--- config.mk ---
export PLATFORM = sky130hd
export DESIGN_NAME = apb_master
export DESIGN_NICKNAME = d
export VERILOG_FILES = /design/src/rtl/apb_master_pkg.sv /design/src/rtl/apb_master_timeout.sv /design/src/rtl/apb_master.sv
export SDC_FILE = /design/constraint.sdc
export NUM_CORES = 1
export LEC_CHECK = 0
export BUFFER_PORTS_ARGS = -buffer_cell sky130_fd_sc_hd__clkbuf_2
export CORE_MARGIN = 3
export CORE_UTILIZATION = 40
export CTS_CLUSTER_DIAMETER = 80
export DETAILED_ROUTE_END_ITERATION = 6
export PLACE_DENSITY = 0.71
export SETUP_SLACK_MARGIN = 0.1
export SLEW_MARGIN = 20
export SYNTH_ARGS = -nofsm -noshare
export SYNTH_HDL_FRONTEND = slang
export SYNTH_HIERARCHICAL = 1
export SYNTH_SLANG_ARGS = --single-unit
--- constraint.sdc ---
create_clock -name PCLK -period 2.5 [get_ports PCLK]
set_clock_uncertainty 0.05 [all_clocks]
set_input_delay 0.25 -clock PCLK [delete_from_list [all_inputs] [get_ports PCLK]]
set_output_delay 0.25 -clock PCLK [all_outputs]
set_load 0.01 [all_outputs]
--- src/rtl/apb_master_pkg.sv ---
// Shared types and defaults for apb_master.
// Falls back to 32-bit widths when ADDR_WIDTH/DATA_WIDTH are not defined.
`ifndef ADDR_WIDTH
`define ADDR_WIDTH 32
`endif
`ifndef DATA_WIDTH
`define DATA_WIDTH 32
`endif

package apb_master_pkg;

    localparam int unsigned DEFAULT_TIMEOUT_CYCLES = 16;

    typedef enum logic [1:0] {
        ST_IDLE   = 2'd0,
        ST_SETUP  = 2'd1,
        ST_ACCESS = 2'd2
    } state_t;

endpackage

--- src/rtl/apb_master_timeout.sv ---
// ACCESS-phase wait-state counter; flags the stalled cycle that reaches TIMEOUT_CYCLES.
module apb_master_timeout
    import apb_master_pkg::*;
#(
    parameter int unsigned TIMEOUT_CYCLES = DEFAULT_TIMEOUT_CYCLES
) (
    input  logic PCLK,
    input  logic PRESETn,
    input  logic start,
    input  logic stall,
    output logic expired
);

    localparam int unsigned CW = $clog2(TIMEOUT_CYCLES + 1);

    logic [CW-1:0] count;

    always_ff @(posedge PCLK or negedge PRESETn) begin
        if (!PRESETn) begin
            count <= '0;
        end else if (start) begin
            count <= '0;
        end else if (stall) begin
            count <= count + 1'b1;
        end
    end

    // Fires in the stalled cycle whose increment would reach the limit, so
    // the transfer spends exactly TIMEOUT_CYCLES cycles in ACCESS.
    assign expired = stall && (count == CW'(TIMEOUT_CYCLES - 1));

endmodule

--- src/rtl/apb_master.sv ---
// Single-outstanding APB master: command in, one SETUP + ACCESS transfer, held response out.
// Optional ACCESS timeout enabled by defining APB_MASTER_TIMEOUT_EN.
module apb_master
    import apb_master_pkg::*;
#(
    parameter int unsigned TIMEOUT_CYCLES = DEFAULT_TIMEOUT_CYCLES
) (
    input  logic                   PCLK,
    input  logic                   PRESETn,
    input  logic                   cmd_valid,
    output logic                   cmd_ready,
    input  logic                   cmd_write,
    input  logic [`ADDR_WIDTH-1:0] cmd_addr,
    input  logic [`DATA_WIDTH-1:0] cmd_wdata,
    output logic                   rsp_valid,
    input  logic                   rsp_ready,
    output logic [`DATA_WIDTH-1:0] rsp_rdata,
    output logic                   rsp_error,
    output logic                   PSELx,
    output logic                   PENABLE,
    output logic                   PWRITE,
    output logic [`ADDR_WIDTH-1:0] PADDR,
    output logic [`DATA_WIDTH-1:0] PWDATA,
    input  logic [`DATA_WIDTH-1:0] PRDATA,
    input  logic                   PREADY,
    input  logic                   PSLVERR
);

    state_t state, state_nxt;
    logic   accept, done, timeout, rsp_valid_nxt;

    assign accept  = cmd_valid && cmd_ready;
    assign done    = (state == ST_ACCESS) && (PREADY || timeout);
    assign PSELx   = (state == ST_SETUP) || (state == ST_ACCESS);
    assign PENABLE = (state == ST_ACCESS);

`ifdef APB_MASTER_TIMEOUT_EN
    apb_master_timeout #(.TIMEOUT_CYCLES(TIMEOUT_CYCLES)) u_timeout (
        .PCLK    (PCLK),
        .PRESETn (PRESETn),
        .start   (state == ST_SETUP),
        .stall   ((state == ST_ACCESS) && !PREADY),
        .expired (timeout)
    );
`else
    // Without the timeout, ACCESS waits for PREADY indefinitely.
    logic unused_timeout_cfg;
    assign unused_timeout_cfg = ^TIMEOUT_CYCLES;
    assign timeout            = 1'b0;
`endif

    always_ff @(posedge PCLK or negedge PRESETn) begin
        if (!PRESETn) state <= ST_IDLE;
        else          state <= state_nxt;
    end

    always_comb begin
        state_nxt     = state;
        rsp_valid_nxt = rsp_valid;
        unique case (state)
            ST_IDLE:   if (accept) state_nxt = ST_SETUP;
            ST_SETUP:  state_nxt = ST_ACCESS;
            ST_ACCESS: if (done) state_nxt = ST_IDLE;
            default:   state_nxt = ST_IDLE;
        endcase
        if (done)                        rsp_valid_nxt = 1'b1;
        else if (rsp_valid && rsp_ready) rsp_valid_nxt = 1'b0;
    end

    // cmd_ready is registered so it reads 0 throughout reset and rises on the
    // first edge after release; a response consumed this cycle keeps it low.
    always_ff @(posedge PCLK or negedge PRESETn) begin
        if (!PRESETn) begin
            cmd_ready <= 1'b0;
            rsp_valid <= 1'b0;
            rsp_rdata <= '0;
            rsp_error <= 1'b0;
            PWRITE    <= 1'b0;
            PADDR     <= '0;
            PWDATA    <= '0;
        end else begin
            cmd_ready <= (state_nxt == ST_IDLE) && !rsp_valid_nxt;
            rsp_valid <= rsp_valid_nxt;
            if (accept) begin
                PADDR  <= cmd_addr;
                PWRITE <= cmd_write;
                PWDATA <= cmd_write ? cmd_wdata : '0;
            end
            if (done) begin
                rsp_rdata <= (PWRITE || timeout) ? '0 : PRDATA;
                rsp_error <= PSLVERR || timeout;
            end
        end
    end

endmodule

# --- After elaboration in Yosys (flattened, before gate mapping) ---
# Index checks and enable logic that the tools add are counted.
word_totals:
  in_bits: 103
  out_inout_bits: 102
  word_cells: 25
  reg_bits: 102
op_classes:
  muxes: 7
  eq_ne: 2
  n_reduce_logical: 8
op_table:
  columns: ["cell", "n"]
  rows:
  - ["32-bit two-way mux", 2]
  - ["2-bit case mux with 3 select lines", 1]
  - ["1-bit logical AND", 4]
  - ["2-bit zero test", 2]
  - ["2-bit two-way mux", 2]
  - ["2-bit by 1-bit equality test with 1-bit output (second input constant)", 1]
  - ["2-bit equality test (second input constant)", 1]
  - ["1-bit two-way mux", 2]
  - ["1-bit zero test", 1]
  - ["1-bit logical OR", 1]

# --- Logic depth before layout (Yosys ltp) ---
logic_depth:
  depth_word: 6
  ltp_mapped: 7

# --- Worst setup path before layout ---
# OpenSTA, ideal clock, no wires.
synth_timing:
  path_kind: "flip-flop to flip-flop"
  start: "register state[0]"
  end: "register cmd_ready"
  t_required_ps: 2324
  path_stages_with_launch: 6
  t_arrival_ps: 1321
  path_buffers: 0
  synth_period_minus_slack_ps: 1497
  path_slack_ps: 1003
  setup_time_ps: 126
  path_cell_list: "dfrtp_1 > inv_1 > ha_1 > nor2b_1 > a211oi_2 > o311a_1"
synth_between:
  elab_chain_len: 6
  word_cells_on_any_way: 11
  classes_between: "eq/ne: 2; mux: 4; reduce/logical: 5"
synth_rtl:
  columns: ["item", "line", "rtl"]
  rows:
  - ["from (decl)", "apb_master.sv:29", "state_t state, state_nxt;"]
  - ["from (signal assigned)", "apb_master.sv:54", "else state <= state_nxt;"]
  - ["2-bit equality test *", null, null]
  - ["via PENABLE", "apb_master.sv:20", "output logic PENABLE,"]
  - ["1-bit logical AND", "apb_master.sv:33", "assign done = (state == ST_ACCESS) && (PREADY || timeout);"]
  - ["2-bit two-way mux", "apb_master.sv:63", "ST_ACCESS: if (done) state_nxt = ST_IDLE;"]
  - ["2-bit case mux with 3 select lines", "apb_master.sv:60", "unique case (state)"]
  - ["2-bit zero test", "apb_master.sv:82", "cmd_ready <= (state_nxt == ST_IDLE) && !rsp_valid_nxt;"]
  - ["1-bit logical AND *", "apb_master.sv:82", null]
  - ["to (signal assigned)", "apb_master.sv:82", null]
  - ["to (decl)", "apb_master.sv:11", "output logic cmd_ready,"]
# Mark *: on every way through the listed nets, which the timed path passes. The rest lies on a longest branch.
# A chain may end at the register's enable or synchronous reset.

# --- Worst setup path after layout ---
layout_timing:
  start: "register PWRITE"
  end: "output port PWRITE"
layout_lines:
  columns: ["item", "line", "rtl"]
  rows:
  - ["from (decl)", "apb_master.sv:21", "output logic PWRITE,"]
  - ["from (signal assigned)", "apb_master.sv:86", "PWRITE <= cmd_write;"]
# No word-level cell between the ends.

==> results.md <==
* Status: complete, no violations
* Die area at approximately 0.012 sq mm
* DRC at 0
* CTS tree: yes
* Met3 Routed Length at about 810 microns
* Number of global-route vias before repair at roughly 3200
* Finished Cell Area at 0.00557 sq mm
* Post-synth net total at between 400 and 500
* H-Tree Level Count at 3
* Yosys Warn Count at 6
* Clock transition at path regs at 0.09 ns
* Fillers at 926
* Int Pwr at 4.18 mW
* Compound-cell area share of the yosys netlist at 8.86%
* Die height at roughly 110 microns
* Total grt overflow at 0
* Crit path required time at 2.20 ns
* Root Driver: clkbuf_8
* DR vias/cell at ~4.6
* Area of the multi-input gates at 0.00154 sq mm
* Largest family of logic cells by synthesized area: simple AND/OR/NAND/NOR gates
* Worst skew pair latency at about 0.35 ns
* Post-Syn Area at 0.00425 sq mm
* Rows at 37
* Sequential-to-total area share from yosys stat at between 60% and 70%
* Initial core utilization at 41.2%
* CP Max Fanout at 34
* Antenna diodes at 0
* Highest metal used: met4
* Largest net degree at the start of global routing at 58
* Crit path kind: reg2out
* Setup crit end kind: primary output
* Final nets at 678
* Top-Level Pins at about 200
* Layout area overhead at 31.1%
* Buf+Inv Stages, Crit Path at 1
* Post-synthesis mux area share at between 10% and 20%
* Setup TNS at 0 ns
* Flip-flop and latch area at 0.00255 sq mm
* Worst slew pin tran at approximately 0.84 ns
* Initial DRC count at approximately 130
* Post-CTS sizing at 0
* Peak Freq at roughly 550 MHz
* # setup viols final at 0
* Clk buf depth at 2
* Commonest non-fill, non-tap cell in the layout: clkbuf_2
* Worst slew margin at between 40 and 50%
* Worst vdd ir at between 0.4 and 0.5 mV
* Gate power share at between 40% and 50%
* Synth cell types at 24
* WP data arrival at ~1.5 ns
* Final ANT Viol Nets at 0
* Clk pwr share at 16.0%
* First-pass GRT wire length at roughly 15 mm
* Unrepaired setup endpoints after global routing: false
* Most frequent cells in the layout: clkbuf_2, dfrtp_1, nand2_1, o21ai_0, mux2_4
* Placed cell areas at around 0.0054 sq mm
* CP Launch Type: flip-flop
* Avg Cell Area, Syn at ~11 sq um
* Sw Share at between 30% and 40%
* Fin. max-slew vios at 0
* Hpwl dp at between 7 and 8 mm
* Adder-cell share of the synthesized area at under 10%
* Initial antenna violation count at 0
* Post-Route WL at roughly 10 mm
* Core area at approximately 0.010 sq mm
* Final Hold Viols at 0
* Post-Synth Simple-Gate Area at 14.2%
* CP max stage delay at 0.89 ns
* Final period utilization at a little over 70%
* Die width at ~110 microns
* CTS Buf Count at 9
* M1 WL at slightly above 4 mm
* Max_cap viols at 0
* CP cell instances: clkbuf_2
* Xor/xnor share of the synthesized area at 0%
* CTS Sinks at a little over 100
* PortBufs at 204
* Vias after detailed routing at 3255
* Leakage power at about 3 nW
* Post-synthesis cell count at around 370
* GRT Overall Usage at 16.0%
* WL met2 at 4.74 mm
* Share of cells above drive strength 1 at around 46%
* Power density over the cells at 1170 mW/mm^2
* Top delay family on crit path: flip-flops
* CP max-delay cell: dfrtp_1
* Setup bufs post-CTS at 0
* Routed length per instance at ~14 microns
* CTS Hold Bufs at 1
* Routability-driven placement congestion ratio at between 0.7 and 0.8
* FF+latch count, synth at 102
* Switching pwr at 2.32 mW
* DRT Pass-1 Iters at 4
* Flop pwr share at 43.9%
* Final critical-path required period at roughly 1.8 ns
* Min-delay worst type: in2reg
## sequential cells by signal, indices dropped and copies added, names as in the netlist
| signal | cells |
|---|---|
| PADDR | 32 |
| PWDATA | 32 |
| PWRITE | 1 |
| cmd_ready | 1 |
| rsp_error | 1 |
| rsp_rdata | 32 |
| rsp_valid | 1 |
| state | 2 |
## metal layers
metal | up-vias | global-route usage, %
met4 | 0 | 4.42
met5 | - | 0
li1 | 1615 | -
met1 | 1509 | 20.6
met3 | 13 | 5.51
met2 | 118 | 25.8
## cell type report
class	instances	area share [%]
clock buffer	10	2.47
sequential	102	45.8
multi-input combinational	244	27.6
tap	136	3.05
clock inverter	5	1.05
inverter	3	0.202
timing repair buffer	211	19.8
## power by group through the flow
stage	combinational (mW)	sequential [mW]	clock [mW]
after floorplan	1.28	3.13	0
after global placement	2.58	2.86	0
after detailed placement	2.66	2.89	0
after CTS	2.66	2.87	1.08
after global routing	2.88	2.95	1.15
final	2.61	2.85	1.04
## cell families (layout without fill, tap and decap cells)
| logic type | after synthesis | count (layout) |
|---|---|---|
| flip-flops | 102 | 102 |
| AO/OA/AOI/OAI | 71 | 71 |
| buffers and inverters | 27 | 229 |
| multiplexers | 34 | 34 |
| adder cells (fa/ha/maj) | 4 | 4 |
| AND/OR/NAND/NOR | 135 | 135 |
## cell usage after synthesis, drive strengths merged
library cell    n  area [sq um]
o21ai          66           330
clkbuf          9          35.0
buf            15           115
nand2b         32           200
ha              4          50.1
nor3            1          5.00
a211oi          2          20.0
nand2          98           375
dfrtp         102          2550
nor2b           2          12.5
o311a           1          10.0
a21oi           1          5.00
or2b            1          7.51
inv             3          11.3
o221a           1          11.3
nor2            1          3.75
mux2           34           507
## worst paths after layout
kind | startpoint | end | slack (ns) | depth (start not counted)
worst max register to register | cmd_ready | PADDR[5] | 0.82 | 3
max in group asynchronous | PRESETn | rsp_rdata[18] | 1.27 | 3
worst min register to register | rsp_rdata[17] | rsp_rdata[17] | 0.44 | 2
min in group asynchronous | PRESETn | rsp_rdata[5] | 0.42 | 2
worst min-delay path | rsp_ready | rsp_valid | 0.04 | 2
worst max-delay path | PWRITE | PWRITE | 0.70 | 1
## per-stage QoR
step           cells  hold slack (ns)  setup slack [ns]  util [%]  total power, mW
5_1_grt          711           0.0228             0.532      54.0             6.99
6_report         711           0.0415             0.697      54.0             6.50
4_1_cts          711           0.0238             0.641      54.0             6.61
2_1_floorplan    373          -0.0956              1.00         -             4.41
3_3_place_gp     695            0.271             0.841      52.0             5.45
3_5_place_dp     695            0.277             0.804      52.0             5.55
No activity file was read; power rests on OpenSTA's default activity.
